`src/rtl/tdc_interval_calc_pkg.sv`:
```
// Shared types and constants for the TDC interval calculator.
`ifndef NUM_DECODE
`define NUM_DECODE 6
`endif

package tdc_interval_calc_pkg;

   // Width of a fine-bin code produced by the edge-detector decoders.
   localparam int unsigned BIN_W = `NUM_DECODE;
   localparam int unsigned ERR_W = 2;

   typedef logic [ERR_W-1:0] err_t;

   localparam err_t ERR_OK     = 2'b00;
   localparam err_t ERR_OVF    = 2'b01;
   localparam err_t ERR_TMO    = 2'b10;
   localparam err_t ERR_NOEDGE = 2'b11;

   typedef enum logic [2:0] {
      ST_IDLE     = 3'd0,
      ST_COUNT    = 3'd1,
      ST_WAIT_DEC = 3'd2,
      ST_CALC     = 3'd3,
      ST_OUT      = 3'd4
   } state_t;

endpackage

```
`src/rtl/tdc_interval_calc_if.sv`:
```
// Result channel of the interval calculator: valid/ready with data and error code.
interface tdc_interval_calc_if #(
   parameter int unsigned RESULT_W = 24
);
   import tdc_interval_calc_pkg::*;

   logic                result_valid;
   logic                result_ready;
   logic [RESULT_W-1:0] result_data;
   err_t                result_err;

   modport master (
      output result_valid,
      output result_data,
      output result_err,
      input  result_ready
   );

   modport slave (
      input  result_valid,
      input  result_data,
      input  result_err,
      output result_ready
   );
endinterface

```
`src/rtl/tdc_coarse_counter.sv`:
```
// Coarse clock-cycle counter that sticks at its maximum value.
module tdc_coarse_counter #(
   parameter int unsigned COARSE_W = 16
) (
   input  logic                clk,
   input  logic                rst,
   input  logic                clear,
   input  logic                enable,
   output logic [COARSE_W-1:0] count,
   output logic                sat
);

   localparam logic [COARSE_W-1:0] CNT_MAX = '1;

   // Count up while enabled; sat rises together with count reaching all-ones.
   always_ff @(posedge clk) begin
      if (rst || clear) begin
         count <= '0;
         sat   <= 1'b0;
      end else if (enable && !sat) begin
         count <= count + COARSE_W'(1);
         sat   <= (count == CNT_MAX - COARSE_W'(1));
      end
   end

endmodule

```
`src/rtl/tdc_interval_calc.sv`:
```
// Measures start-to-stop interval: coarse cycles times taps-per-clock plus fine-bin correction.
module tdc_interval_calc
   import tdc_interval_calc_pkg::*;
#(
   parameter int unsigned COARSE_W    = 16,
   parameter int unsigned CLK_TAPS    = 36,
   parameter int unsigned RESULT_W    = 24,
   parameter int unsigned DEC_TIMEOUT = 7
) (
   input  logic             clk,
   input  logic             rst,
   input  logic             start_hit,
   input  logic             stop_hit,
   output logic             start_go,
   output logic             stop_go,
   input  logic             start_finished,
   input  logic [BIN_W-1:0] start_bin,
   input  logic             stop_finished,
   input  logic [BIN_W-1:0] stop_bin,
   tdc_interval_calc_if.master res,
   output logic [7:0]       drop_cnt
);

   localparam int unsigned       TMO_W   = $clog2(DEC_TIMEOUT + 2);
   localparam logic [TMO_W-1:0]  TMO_MAX = TMO_W'(DEC_TIMEOUT);

   state_t              state;
   logic [COARSE_W-1:0] coarse;
   logic                coarse_sat;
   logic [BIN_W-1:0]    start_bin_q;
   logic [BIN_W-1:0]    stop_bin_q;
   logic                start_got;
   logic                stop_got;
   logic [TMO_W-1:0]    tmo_cnt;
   err_t                err_q;

   logic                start_cap_c;
   logic                stop_cap_c;
   logic                both_c;
   logic                cnt_clear_c;
   logic                cnt_en_c;
   logic [RESULT_W-1:0] interval_c;

   // The start decoder may finish while stop is still being counted, so accept it in COUNT too.
   assign start_cap_c = start_finished && !start_got &&
                        ((state == ST_COUNT) || (state == ST_WAIT_DEC));
   assign stop_cap_c  = stop_finished && !stop_got && (state == ST_WAIT_DEC);
   assign both_c      = (start_got || start_cap_c) && (stop_got || stop_cap_c);
   assign cnt_clear_c = (state == ST_IDLE) && start_hit;
   assign cnt_en_c    = (state == ST_COUNT);

   // Constant multiply; modular RESULT_W arithmetic gives the two's-complement interval.
   assign interval_c = RESULT_W'(coarse) * RESULT_W'(CLK_TAPS)
                     + RESULT_W'(start_bin_q) - RESULT_W'(stop_bin_q);

   tdc_coarse_counter #(
      .COARSE_W (COARSE_W)
   ) u_coarse (
      .clk    (clk),
      .rst    (rst),
      .clear  (cnt_clear_c),
      .enable (cnt_en_c),
      .count  (coarse),
      .sat    (coarse_sat)
   );

   // Measurement sequencer: go pulses, bin capture, decoder timeout, result hand-off.
   always_ff @(posedge clk) begin
      if (rst) begin
         state            <= ST_IDLE;
         start_go         <= 1'b0;
         stop_go          <= 1'b0;
         start_bin_q      <= '0;
         stop_bin_q       <= '0;
         start_got        <= 1'b0;
         stop_got         <= 1'b0;
         tmo_cnt          <= '0;
         err_q            <= ERR_OK;
         res.result_valid <= 1'b0;
         res.result_data  <= '0;
         res.result_err   <= ERR_OK;
      end else begin
         start_go <= 1'b0;
         stop_go  <= 1'b0;

         if (start_cap_c) begin
            start_bin_q <= start_bin;
            start_got   <= 1'b1;
         end
         if (stop_cap_c) begin
            stop_bin_q <= stop_bin;
            stop_got   <= 1'b1;
         end

         case (state)
            ST_IDLE: begin
               if (start_hit) begin
                  start_go    <= 1'b1;
                  start_got   <= 1'b0;
                  stop_got    <= 1'b0;
                  start_bin_q <= '0;
                  stop_bin_q  <= '0;
                  err_q       <= ERR_OK;
                  tmo_cnt     <= '0;
                  if (stop_hit) begin
                     stop_go <= 1'b1;
                     state   <= ST_WAIT_DEC;
                  end else begin
                     state   <= ST_COUNT;
                  end
               end
            end

            ST_COUNT: begin
               // A saturated counter cannot represent a later stop: flag it and close anyway.
               if (coarse_sat) begin
                  err_q   <= ERR_OVF;
                  stop_go <= 1'b1;
                  tmo_cnt <= '0;
                  state   <= ST_WAIT_DEC;
               end else if (stop_hit) begin
                  stop_go <= 1'b1;
                  tmo_cnt <= '0;
                  state   <= ST_WAIT_DEC;
               end
            end

            ST_WAIT_DEC: begin
               if (both_c) begin
                  state <= ST_CALC;
               end else if (tmo_cnt == TMO_MAX) begin
                  if (err_q == ERR_OK) begin
                     err_q <= ERR_TMO;
                  end
                  state <= ST_CALC;
               end else begin
                  tmo_cnt <= tmo_cnt + TMO_W'(1);
               end
            end

            ST_CALC: begin
               res.result_data  <= interval_c;
               res.result_valid <= 1'b1;
               if ((err_q == ERR_OK) && ((start_bin_q == '0) || (stop_bin_q == '0))) begin
                  res.result_err <= ERR_NOEDGE;
               end else begin
                  res.result_err <= err_q;
               end
               state <= ST_OUT;
            end

            ST_OUT: begin
               if (res.result_ready) begin
                  res.result_valid <= 1'b0;
                  state            <= ST_IDLE;
               end
            end

            default: state <= ST_IDLE;
         endcase
      end
   end

   // Count start hits that arrive while a measurement is already in progress.
   always_ff @(posedge clk) begin
      if (rst) begin
         drop_cnt <= '0;
      end else if (start_hit && (state != ST_IDLE) && (drop_cnt != 8'hFF)) begin
         drop_cnt <= drop_cnt + 8'd1;
      end
   end

endmodule

```
`src/flat_wrapper.sv`:
```
// flat-port wrapper written by rule: the top's interface ports become plain ports
module tdc_interval_calc_flat import tdc_interval_calc_pkg::*;
#(
   parameter int unsigned COARSE_W    = 16,
   parameter int unsigned CLK_TAPS    = 36,
   parameter int unsigned RESULT_W    = 24,
   parameter int unsigned DEC_TIMEOUT = 7
)
  (clk, rst, start_hit, stop_hit, start_go, stop_go, start_finished, start_bin, stop_finished, stop_bin, drop_cnt, res_result_valid, res_result_data, res_result_err, res_result_ready);
  tdc_interval_calc_if #(.RESULT_W(RESULT_W)) res_i ();
  input  logic clk;
  input  logic rst;
  input  logic start_hit;
  input  logic stop_hit;
  output logic start_go;
  output logic stop_go;
  input  logic start_finished;
  input  logic [BIN_W-1:0] start_bin;
  input  logic stop_finished;
  input  logic [BIN_W-1:0] stop_bin;
  output logic [7:0] drop_cnt;
  output wire logic [$bits(res_i.result_valid)-1:0] res_result_valid;
  output wire logic [$bits(res_i.result_data)-1:0] res_result_data;
  output wire logic [$bits(res_i.result_err)-1:0] res_result_err;
  input wire logic [$bits(res_i.result_ready)-1:0] res_result_ready;
  assign res_result_valid = res_i.result_valid;
  assign res_result_data = res_i.result_data;
  assign res_result_err = res_i.result_err;
  assign res_i.result_ready = res_result_ready;
  tdc_interval_calc #(.COARSE_W(COARSE_W), .CLK_TAPS(CLK_TAPS), .RESULT_W(RESULT_W), .DEC_TIMEOUT(DEC_TIMEOUT)) u_core (.clk(clk), .rst(rst), .start_hit(start_hit), .stop_hit(stop_hit), .start_go(start_go), .stop_go(stop_go), .start_finished(start_finished), .start_bin(start_bin), .stop_finished(stop_finished), .stop_bin(stop_bin), .res(res_i), .drop_cnt(drop_cnt));
endmodule
```
`config.mk`:
```
export PLATFORM = sky130hd
export DESIGN_NAME = tdc_interval_calc_flat
export DESIGN_NICKNAME = d
export VERILOG_FILES = /design/src/rtl/tdc_interval_calc_pkg.sv /design/src/rtl/tdc_interval_calc_if.sv /design/src/rtl/tdc_coarse_counter.sv /design/src/rtl/tdc_interval_calc.sv /design/src/flat_wrapper.sv
export SDC_FILE = /design/constraint.sdc
export NUM_CORES = 1
export LEC_CHECK = 0
export ABC_AREA = 1
export BUFFER_PORTS_ARGS = -buffer_cell sky130_fd_sc_hd__buf_4
export CAP_MARGIN = 20
export CELL_PAD_IN_SITES_DETAIL_PLACEMENT = 2
export CELL_PAD_IN_SITES_GLOBAL_PLACEMENT = 2
export CORE_MARGIN = 4
export CORE_UTILIZATION = 33
export DETAILED_ROUTE_END_ITERATION = 16
export PLACE_DENSITY = 0.9
export SKIP_CTS_REPAIR_TIMING = 1
export SYNTH_ARGS = -nofsm -noshare
export SYNTH_HDL_FRONTEND = slang
export SYNTH_SLANG_ARGS = --single-unit
```
`constraint.sdc`:
```
create_clock -name clk -period 4.1 [get_ports clk]
set_input_delay 0.615 -clock clk [delete_from_list [all_inputs] [get_ports clk]]
set_output_delay 0.615 -clock clk [all_outputs]
set_load 0.03 [all_outputs]
```
; Word-level counts from Yosys, hierarchy flattened
; Index checks and enable logic that the tools add are counted.
[word_totals]
ff_bits = 77
inputBits = 19
output_inout_bits = 37
word_cells = 108
[op_classes]
addsub = 5
mul = 1
n_eq_ne = 16
n_mux = 40
bitwise_logic = 1
reduce_logical = 30
[op_table]
columns = op, count
row1 = 6-bit two-way mux, 6
row2 = 24-bit by 6-bit subtractor with 24-bit output, 1
row3 = 22-bit by 6-bit adder with 23-bit output, 1
row4 = "16-bit by 4-bit multiplier with 20-bit output, second input constant", 1
row5 = 4-bit two-way mux, 5
row6 = 3-bit two-way mux, 6
row7 = "16-bit by 1-bit adder with 16-bit output, second input constant", 1
row8 = "16-bit == test, second input constant", 1
row9 = 3-bit case mux with 5 select lines, 1
row10 = 2-bit two-way mux, 7
row11 = 6-bit zero test, 2
row12 = "2-bit inequality test, second input constant", 6
row13 = 4-bit case mux with 3 select lines, 1
row14 = 1-bit two-way mux, 11
row15 = 1-bit logical AND, 10
row16 = "8-bit by 1-bit adder with 8-bit output, second input constant", 1
row17 = "8-bit inequality test, second input constant", 1
row18 = "3-bit by 2-bit == test with 1-bit output, second input constant", 2
row19 = "3-bit by 2-bit inequality test with 1-bit output, second input constant", 2
row20 = 2-bit case mux with 3 select lines, 1
row21 = 6-bit AND reduction, 1
row22 = 3-bit nonzero test, 2
row23 = 1-bit logical OR, 5
row24 = 5-bit AND reduction, 1
row25 = other kinds (14), 17

; Depth between registers and ports, before layout
; Gate-level depths: netlist of the first run.
[logic_depth]
ltp_word = 7
mapped_depth = 22

; Modules after synthesis
; Synthesis of the first run repeated with hierarchy kept, for this count alone.
[unflattened]
cells_unflattened = 787
area_unflattened_um2 = 5480.3
[by_module_without_submodules]
columns = mod, instances, cells_per_inst, area_per_inst_um2, seq_area_each_um2
row1 = tdc_interval_calc, 1, 657, 4596.9, 1201.2
row2 = tdc_coarse_counter, 1, 130, 883.3, 340.3

; Worst setup path before layout of the first run
; OpenSTA, ideal clock, no wires.
[synth_timing]
path_kind = reg2reg
start = register u_core.u_coarse.count[1]
end = register u_core.res.result_data[20]
setup_ps = 117
t_arrival_ps = 2862
required_ps = 3983
setup_slack_ps = 1121
path_stages_with_launch = 21
n_path_buf = 0
path_cell_list = dfxtp_1 > ha_1 > ha_1 > fa_1 > nand2_1 > nor2_1 > nand2_1 > a21oi_1 > nand2_2 > nand2_2 > nand2_2 > nor2_2 > inv_2 > nor2_2 > nand2_2 > nor2_4 > nand2_2 > nor2_1 > nor2_1 > nor2_1 > nor2_1
[synth_via]
elab_chain_cells = 3
[synth_rtl]
columns = item, line
row1 = "start, declared", tdc_coarse_counter.sv:9  ; output logic [COARSE_W-1:0] count,
row2 = "start signal, assigned", tdc_coarse_counter.sv:21  ; count <= count + COARSE_W'(1);
row3 = 16-bit by 4-bit multiplier with 20-bit output, tdc_interval_calc.sv:53  ; assign interval_c = RESULT_W'(coarse) * RESULT_W'(CLK_TAPS)
row4 = 22-bit by 6-bit adder with 23-bit output, tdc_interval_calc.sv:54  ; + RESULT_W'(start_bin_q) - RESULT_W'(stop_bin_q);
row5 = 24-bit by 6-bit subtractor with 24-bit output, tdc_interval_calc.sv:54
row6 = "end signal, assigned", tdc_interval_calc.sv:142  ; res.result_data <= interval_c;
row7 = "end, declared", tdc_interval_calc_if.sv:14  ; output result_data,
; Every way passes these cells.
; A chain may end at the register's enable or synchronous reset.

; Worst setup path after layout of the first run
[layout_timing]
start = register u_core.u_coarse.count[0]
end = register u_core.res.result_data[17]
; Same word-level chain as after synthesis.

==> impl_metrics.csv, run 1 <==
group,metric,value,unit
clock_network,tritoncts,"built",
layout,final_cell_area,6684,µm²
synth,synth_cell_types,45,
clock_network,htreeDepth,3,
placed_design,dpl.hpwl,16260,µm
die,num_rows,47,
placed_design,port_buffers,55,
critical_path,path_cells,"ha_1 -> fa_1 -> xor2_1 -> ha_1 -> nand2_1 -> inv_1 -> nand2_1 -> nand2_1 -> nor2_1 -> nor2_1 -> nor2_2 -> nand2_1 -> nor2_4 -> nand3_4 -> nor2_4 -> nand2_2 -> xor2_1 -> o21ai_1 -> inv_1",
layout,finalNonFillerCells,1134,
routing,wl,22880,µm
critical_path,r2r_start,"u_core.u_coarse.count[0]",
synth,ys_ff_latch,77,
die,start_util,34.02,%
placed_design,dp_slack,565.9,ps
die,io-pin-count,56,
timing,setup_viol,0,
global_route,gr-total-overflow,0,
clock_network,clock-sinks,77,
critical_path,slowest_delay,490,ps
clock_network,cts_max_path_buffers,2,
routing,vias_per_cell,5.319,
routing,ant_nets,0,
global_route,track_usage,23.82,%
min_path,min_path_type,"flop to flop",
timing,whs,480.1,ps
clock_network,root_buffer,"clkbuf_16",
layout,drive_gt1_share,18.05,%
placed_design,placed_cells,1118,
timing,rsz0062_at_grt,"false",
global_route,grt_first_pass_wirelength,37320,µm
global_route,grt-busiest-layer,"met2",
timing,finalHoldViolations,0,
die,die_w,139.4,µm
global_route,grtUsageMet1,27.89,%
layout,syn_to_final_growth,17.23,%
critical_path,cp-end-kind,"flop",
clock_network,cts_buffers,9,
timing,tightest_slew,627.4,ps
routing,drc_errors,0,
routing,drt_iter0_drc,233,
critical_path,crit_buf_inv,2,
placed_design,dpl_cell_area,6352,µm²
routing,dr.pass1.iters,4,
min_path,hold_start,"u_core.drop_cnt[4]",
synth,syn_area,5702,µm²
synth,ys_async_sr_fraction,0,%
min_path,hold_end,"u_core.drop_cnt[4]",
timing,fin_ws,350.9,ps
pwr,p_leak,3.371,nW
synth,synthFlopType,"dfxtp_1",
run,cap_viol_max_count,0,
timing,finalCritPeriodShare,91.44,%
synth,synth-edff-count,0,
synth,ys_seq_area_share,27.04,%
synth,avgSynthCellArea,6.676,µm²
timing,drv_slew,0,
layout,nets,971,
pwr,vdd_drop_max,0.0002195,V
critical_path,cpMostUsedCell,"nand2_1",
timing,fin_setup_tns,0,ps
critical_path,startpoint_type,"flop",
critical_path,cp_top_family,"simple AND/OR/NAND/NOR gates",
die,die_h,139.4,µm
min_path,holdPathStages,2,
critical_path,crit_required,4360,ps
timing,period_minus_slack,3749,ps
critical_path,slowest_stage,"fa_1",
routing,wire_per_inst,20.18,µm
layout,final_util,39.88,%
routing,vias,6032,
global_route,grt_start_max_net_pins,48,
clock_network,insertion_delay,370,ps
synth,syn_nets,916,
clock_network,cts.clk_slew.worst_paths,70,ps
pwr,p_total,3.148,mW
global_route,antenna_found_initial,0,
die,coreArea,16760,µm²
status,status,"completed",
global_route,grt_pass1_vias,6985,
critical_path,crit_arrival,4010,ps
global_route,met3_usage,4.700,%
timing,timing.fmax,266.7,MHz
critical_path,critPathKind,"flop to flop",
timing,slew_headroom,58.07,%
synth,yosys_warnings,0,
critical_path,r2r-end,"u_core.res.result_data[17]",
die,fp.dieArea,19440,µm²
critical_path,worst_r2r_path_depth,19,
layout,antenna_cells,0,
critical_path,r2r_slack,350,ps
pwr,pwr_density_cell,471.0,nW/µm²
synth,netlist_instances,854,
timing,skew,9.494,ps
critical_path,cp_max_fo,6,
global_route,use_met2,42.75,%
placed_design,gp_congestion,0.8058,
[synthesized netlist by cell type, drive strengths merged (5+ instances only)]
| library cell | number | area share (%) |
|---|---|---|
| nand2 | 228 | 17 |
| inv | 136 | 9.0 |
| nor2 | 106 | 9.2 |
| dfxtp | 77 | 27 |
| nand3 | 65 | 7.1 |
| o21ai | 57 | 5.1 |
| a21oi | 53 | 4.7 |
| ha | 40 | 8.8 |
| nor3 | 15 | 1.3 |
| nand4 | 12 | 1.3 |
| clkbuf | 9 | 0.59 |
| xor2 | 9 | 1.7 |
| a31oi | 8 | 0.88 |
| xnor2 | 6 | 0.92 |
| nand3b | 5 | 0.88 |
[worst register-to-register path, stage by stage (launching register included)]
cell and delay [ps]:
dfxtp_1 390, ha_1 280, fa_1 500, xor2_1 300, ha_1 360, nand2_1 150, inv_1 80, nand2_1 70
nand2_1 60, nor2_1 100, nor2_1 70, nor2_2 180, nand2_1 160, nor2_4 190, nand3_4 100, nor2_4 150
nand2_2 110, xor2_1 180, o21ai_1 160, inv_1 60
[power breakdown]
part           internal [mW]  total, mW  leakage [nW]  switching (mW)
logic                  0.413       1.31          2.59           0.893
registers              0.829      0.906         0.623          0.0766
clock network          0.555      0.936         0.156           0.381
[state kept, by name, indices dropped and copies added, names as in the netlist]
signal,flops
u_core.res.result_valid,1
u_core.start_bin_q,6
u_core.drop_cnt,8
u_core.u_coarse.sat,1
u_core.res.result_data,24
u_core.start_go,1
u_core.tmo_cnt,4
u_core.start_got,1
u_core.res.result_err,2
u_core.err_q,2
u_core.stop_bin_q,6
u_core.stop_got,1
u_core.stop_go,1
u_core.state,3
u_core.u_coarse.count,16
[cells in the final DEF, fill, tap and decap left out, drive strengths merged]
cell and instances:
fa 3, a211oi 2, and2 1, xnor2 6, a21oi 53, nor2 106
o22ai 1, nand2 228, xor2 9, nor3b 1, o21bai 1, o21a 2
buf 57, o211ai 4, clkbuf 10, a32o 1, clkinvlp 2, a2111oi 1
nand3b 5, nand3 65, o221ai 2, o21ai 57, or2 1, nor3 15
bufinv 2, dfxtp 77, a311oi 1, ha 40, nor4 3, a31oi 8
inv 138, nand4 12
[cells by family (layout without fill, tap and decap cells)]
family | count (synthesis) | count (layout) | share of synthesized area, %
compound gates | 133 | 133 | 12.75
xor+xnor | 15 | 15 | 2.633
fa+ha+maj | 43 | 43 | 9.831
buf+inv | 149 | 209 | 9.963
flops | 77 | 77 | 27.04
simple gates | 437 | 437 | 37.79
[layer usage]
metal	share of wire [%]	routed length (µm)
met3	3.8	875
met2	51	11590
met5	0	0
met4	3.3	763
met1	42	9651
[layout make-up]
type / instances / area [µm²]
Multi-Input combinational cell: 628 / 3597
Timing Repair Buffer: 57 / 427.9
Sequential cell: 77 / 1541
Fill cell: 1979 / 10080
Inverter: 136 / 510.5
Clock inverter: 6 / 92.59
Clock buffer: 10 / 239.0
Tap cell: 220 / 275.3
[worst max-delay path by stage]
stage | startpoint | cells after the start | endpoint | slack [ps]
floorplan | u_core.u_coarse.count[1] | 20 | u_core.res.result_data[20] | 1120
global placement | u_core.u_coarse.count[1] | 20 | u_core.res.result_data[20] | 880
detailed placement | u_core.u_coarse.count[1] | 17 | u_core.res.result_data[17] | 570
CTS | u_core.u_coarse.count[0] | 19 | u_core.res.result_data[17] | 380
global route | u_core.u_coarse.count[0] | 20 | u_core.res.result_data[21] | 120
finish | u_core.u_coarse.count[0] | 19 | u_core.res.result_data[17] | 350
(Power assumes the default switching activity.)
==> inputs of run 2 (changes only) <==
--- a/config.mk
+++ b/config.mk
@@ -13,7 +13,7 @@
 export CORE_MARGIN = 4
 export CORE_UTILIZATION = 33
 export DETAILED_ROUTE_END_ITERATION = 16
-export PLACE_DENSITY = 0.9
+export PLACE_DENSITY = 0.8
 export SKIP_CTS_REPAIR_TIMING = 1
 export SYNTH_ARGS = -nofsm -noshare
 export SYNTH_HDL_FRONTEND = slang
==> run 2 against run 1 <==
Register-to-register slack improved by 270 ps. Fmax rose by 7.8%. Sequential share of layout area rose by 0.087 points. Via count fell by 4.6%.
==> impl_metrics.csv, run 2 (same netlist as run 1, synthesis figures left out) <==
group,metric,value,unit
die,start_util,34.02,%
layout,nets,972,
critical_path,cpMostUsedCell,"nand2_2",
timing,period_minus_slack,3479,ps
critical_path,slowest_stage,"fa_1",
critical_path,cp_top_family,"simple AND/OR/NAND/NOR gates",
routing,wire_per_inst,17.13,µm
placed_design,gp_congestion,0.8421,
layout,regArea,1541,µm²
routing,wl,19430,µm
critical_path,crit_required,4330,ps
routing,vias_per_cell,5.072,
placed_design,port_buffers,55,
layout,final_util,39.73,%
global_route,grt_first_pass_wirelength,32770,µm
pwr,p_leak,3.365,nW
layout,n_fill_cell,2044,
routing,vias,5752,
clock_network,clock-sinks,77,
timing,drv_slew,0,
routing,drc_errors,0,
global_route,grt_start_max_net_pins,48,
timing,rsz0062_at_grt,"false",
layout,largest_register_ffs,24,
layout,syn_to_final_growth,16.79,%
global_route,antenna_found_initial,0,
clock_network,htreeDepth,3,
pwr,p_int,1.730,mW
clock_network,cts_buffers,9,
routing,dr.pass1.iters,4,
die,die_h,139.4,µm
min_path,min_path_type,"flop to flop",
critical_path,crit_arrival,3710,ps
placed_design,dp_slack,684.8,ps
timing,skew,10.08,ps
run,cap_viol_max_count,0,
status,status,"completed",
pwr,power_switching,1.219,mW
layout,multi_input_area,3597,µm²
clock_network,insertion_delay,350,ps
die,die_w,139.4,µm
timing,setup_viol,0,
timing,finalCritPeriodShare,84.86,%
placed_design,dpl.hpwl,15690,µm
timing,slew_headroom,66.80,%
clock_network,tritoncts,"built",
placed_design,placed_cells,1119,
clock_network,cts.clk_slew.worst_paths,60,ps
global_route,track_usage,20.29,%
die,io-pin-count,56,
critical_path,cp_max_fo,7,
timing,finalHoldViolations,0,
layout,layout_commonest_cell,"nand2_1",
clock_network,root_buffer,"clkbuf_16",
critical_path,slowest_delay,550,ps
global_route,gr-total-overflow,0,
layout,top_regs,"u_core.res.result_data (24), u_core.u_coarse.count (16), u_core.drop_cnt (8)",
timing,fin_ws,620.8,ps
critical_path,crit_buf_inv,2,
critical_path,path_cells,"ha_1 -> ha_1 -> fa_1 -> nand2_1 -> inv_2 -> nand2_1 -> a21oi_1 -> nand2_2 -> nand2_2 -> nand2_2 -> nor2_2 -> inv_2 -> nor2_2 -> nand2_2 -> nor2_4 -> nand2_2 -> nor2_1 -> nor2_1 -> nor2_1 -> nor2_1",
die,fp.dieArea,19440,µm²
critical_path,startpoint_type,"flop",
routing,ant_nets,0,
die,num_rows,47,
pwr,clkPwrFrac,27.9,%
timing,timing.fmax,287.4,MHz
layout,regMostFlops,"u_core.res.result_data",
layout,drive_gt1_share,18.05,%
pwr,power_frac_seq,30.5,%
routing,drt_iter0_drc,196,
global_route,grt_pass1_vias,6451,
die,coreArea,16760,µm²
layout,finalNonFillerCells,1134,
layout,final_cell_mix,"190 x nand2_1, 120 x inv_1, 85 x nor2_1",
layout,antenna_cells,0,
pwr,pwr-share-comb,41.7,%
critical_path,critPathKind,"flop to flop",
timing,fin_setup_tns,0,ps
pwr,pwr_density_cell,442.8,nW/µm²
pwr,p_sw_share,41.34,%
critical_path,cp-end-kind,"flop",
pwr,vdd_drop_max,0.0002228,V
clock_network,cts_max_path_buffers,2,
timing,tightest_slew,485.4,ps
==> run 2: cell count changes in the layout (fill, tap and decap cells not counted), sizes merged <==
cell	before	now
clkinvlp	2	1
clkinv	0	2
bufinv	2	1
inv	138	137
buf	57	58
==> run 2: metrics by stage <==
step	cell area [µm²]	power, mW	hold WS [ps]
floorplan	5702	1.778	447.4
global placement	6360	2.076	452.6
detailed placement	6360	2.143	491.9
CTS	6659	2.996	503.3
global route	6659	3.172	529.0
finish	6659	2.948	505.3
==> run 2: power by group through the flow <==
stage          logic [mW]  clock network (mW)  registers (mW)
6_report             1.23               0.822           0.898
5_1_grt              1.38               0.878           0.910
4_1_cts              1.25               0.846           0.898
3_5_place_dp         1.23                   0           0.912
3_3_place_gp         1.17                   0           0.905
2_1_floorplan       0.811                   0           0.967
==> run 2: tightest hold or removal path: cells and delay by family, from the launching register on <==
family	cells	cell delay, ps
compound gates	1	50
flops	1	330
simple gates	1	70
==> run 2: final timing paths <==
| path | end | cells after the start | start | slack [ps] |
|---|---|---|---|---|
| setup reg to reg | u_core.res.result_data[20] | 20 | u_core.u_coarse.count[1] | 620 |
| setup / recovery | u_core.res.result_data[20] | 20 | u_core.u_coarse.count[1] | 620 |
| hold reg to reg | u_core.tmo_cnt[1] | 2 | u_core.tmo_cnt[1] | 510 |
| hold / removal | u_core.tmo_cnt[1] | 2 | u_core.tmo_cnt[1] | 510 |
==> run 2: metal layers <==
metal / routed length [µm] / up-vias / GRT usage (%) / part of all wire (%)
met2: 9706 / 62 / 36.16 / 50
met4: 306 / 0 / 5.819 / 1.6
met5: 0 / - / 0 / 0
met3: 419 / 21 / 2.916 / 2.2
li1: - / 2861 / - / -
met1: 8995 / 2808 / 25.41 / 46
==> run 2: cell type report <==
| type | count | area share (%) |
|---|---|---|
| sequential | 77 | 23.15 |
| tap | 220 | 4.134 |
| inverter | 136 | 7.666 |
| timing repair buffer | 58 | 6.539 |
| multi-input combinational | 628 | 54.02 |
| clock buffer | 10 | 3.589 |
| clock inverter | 5 | 0.9019 |
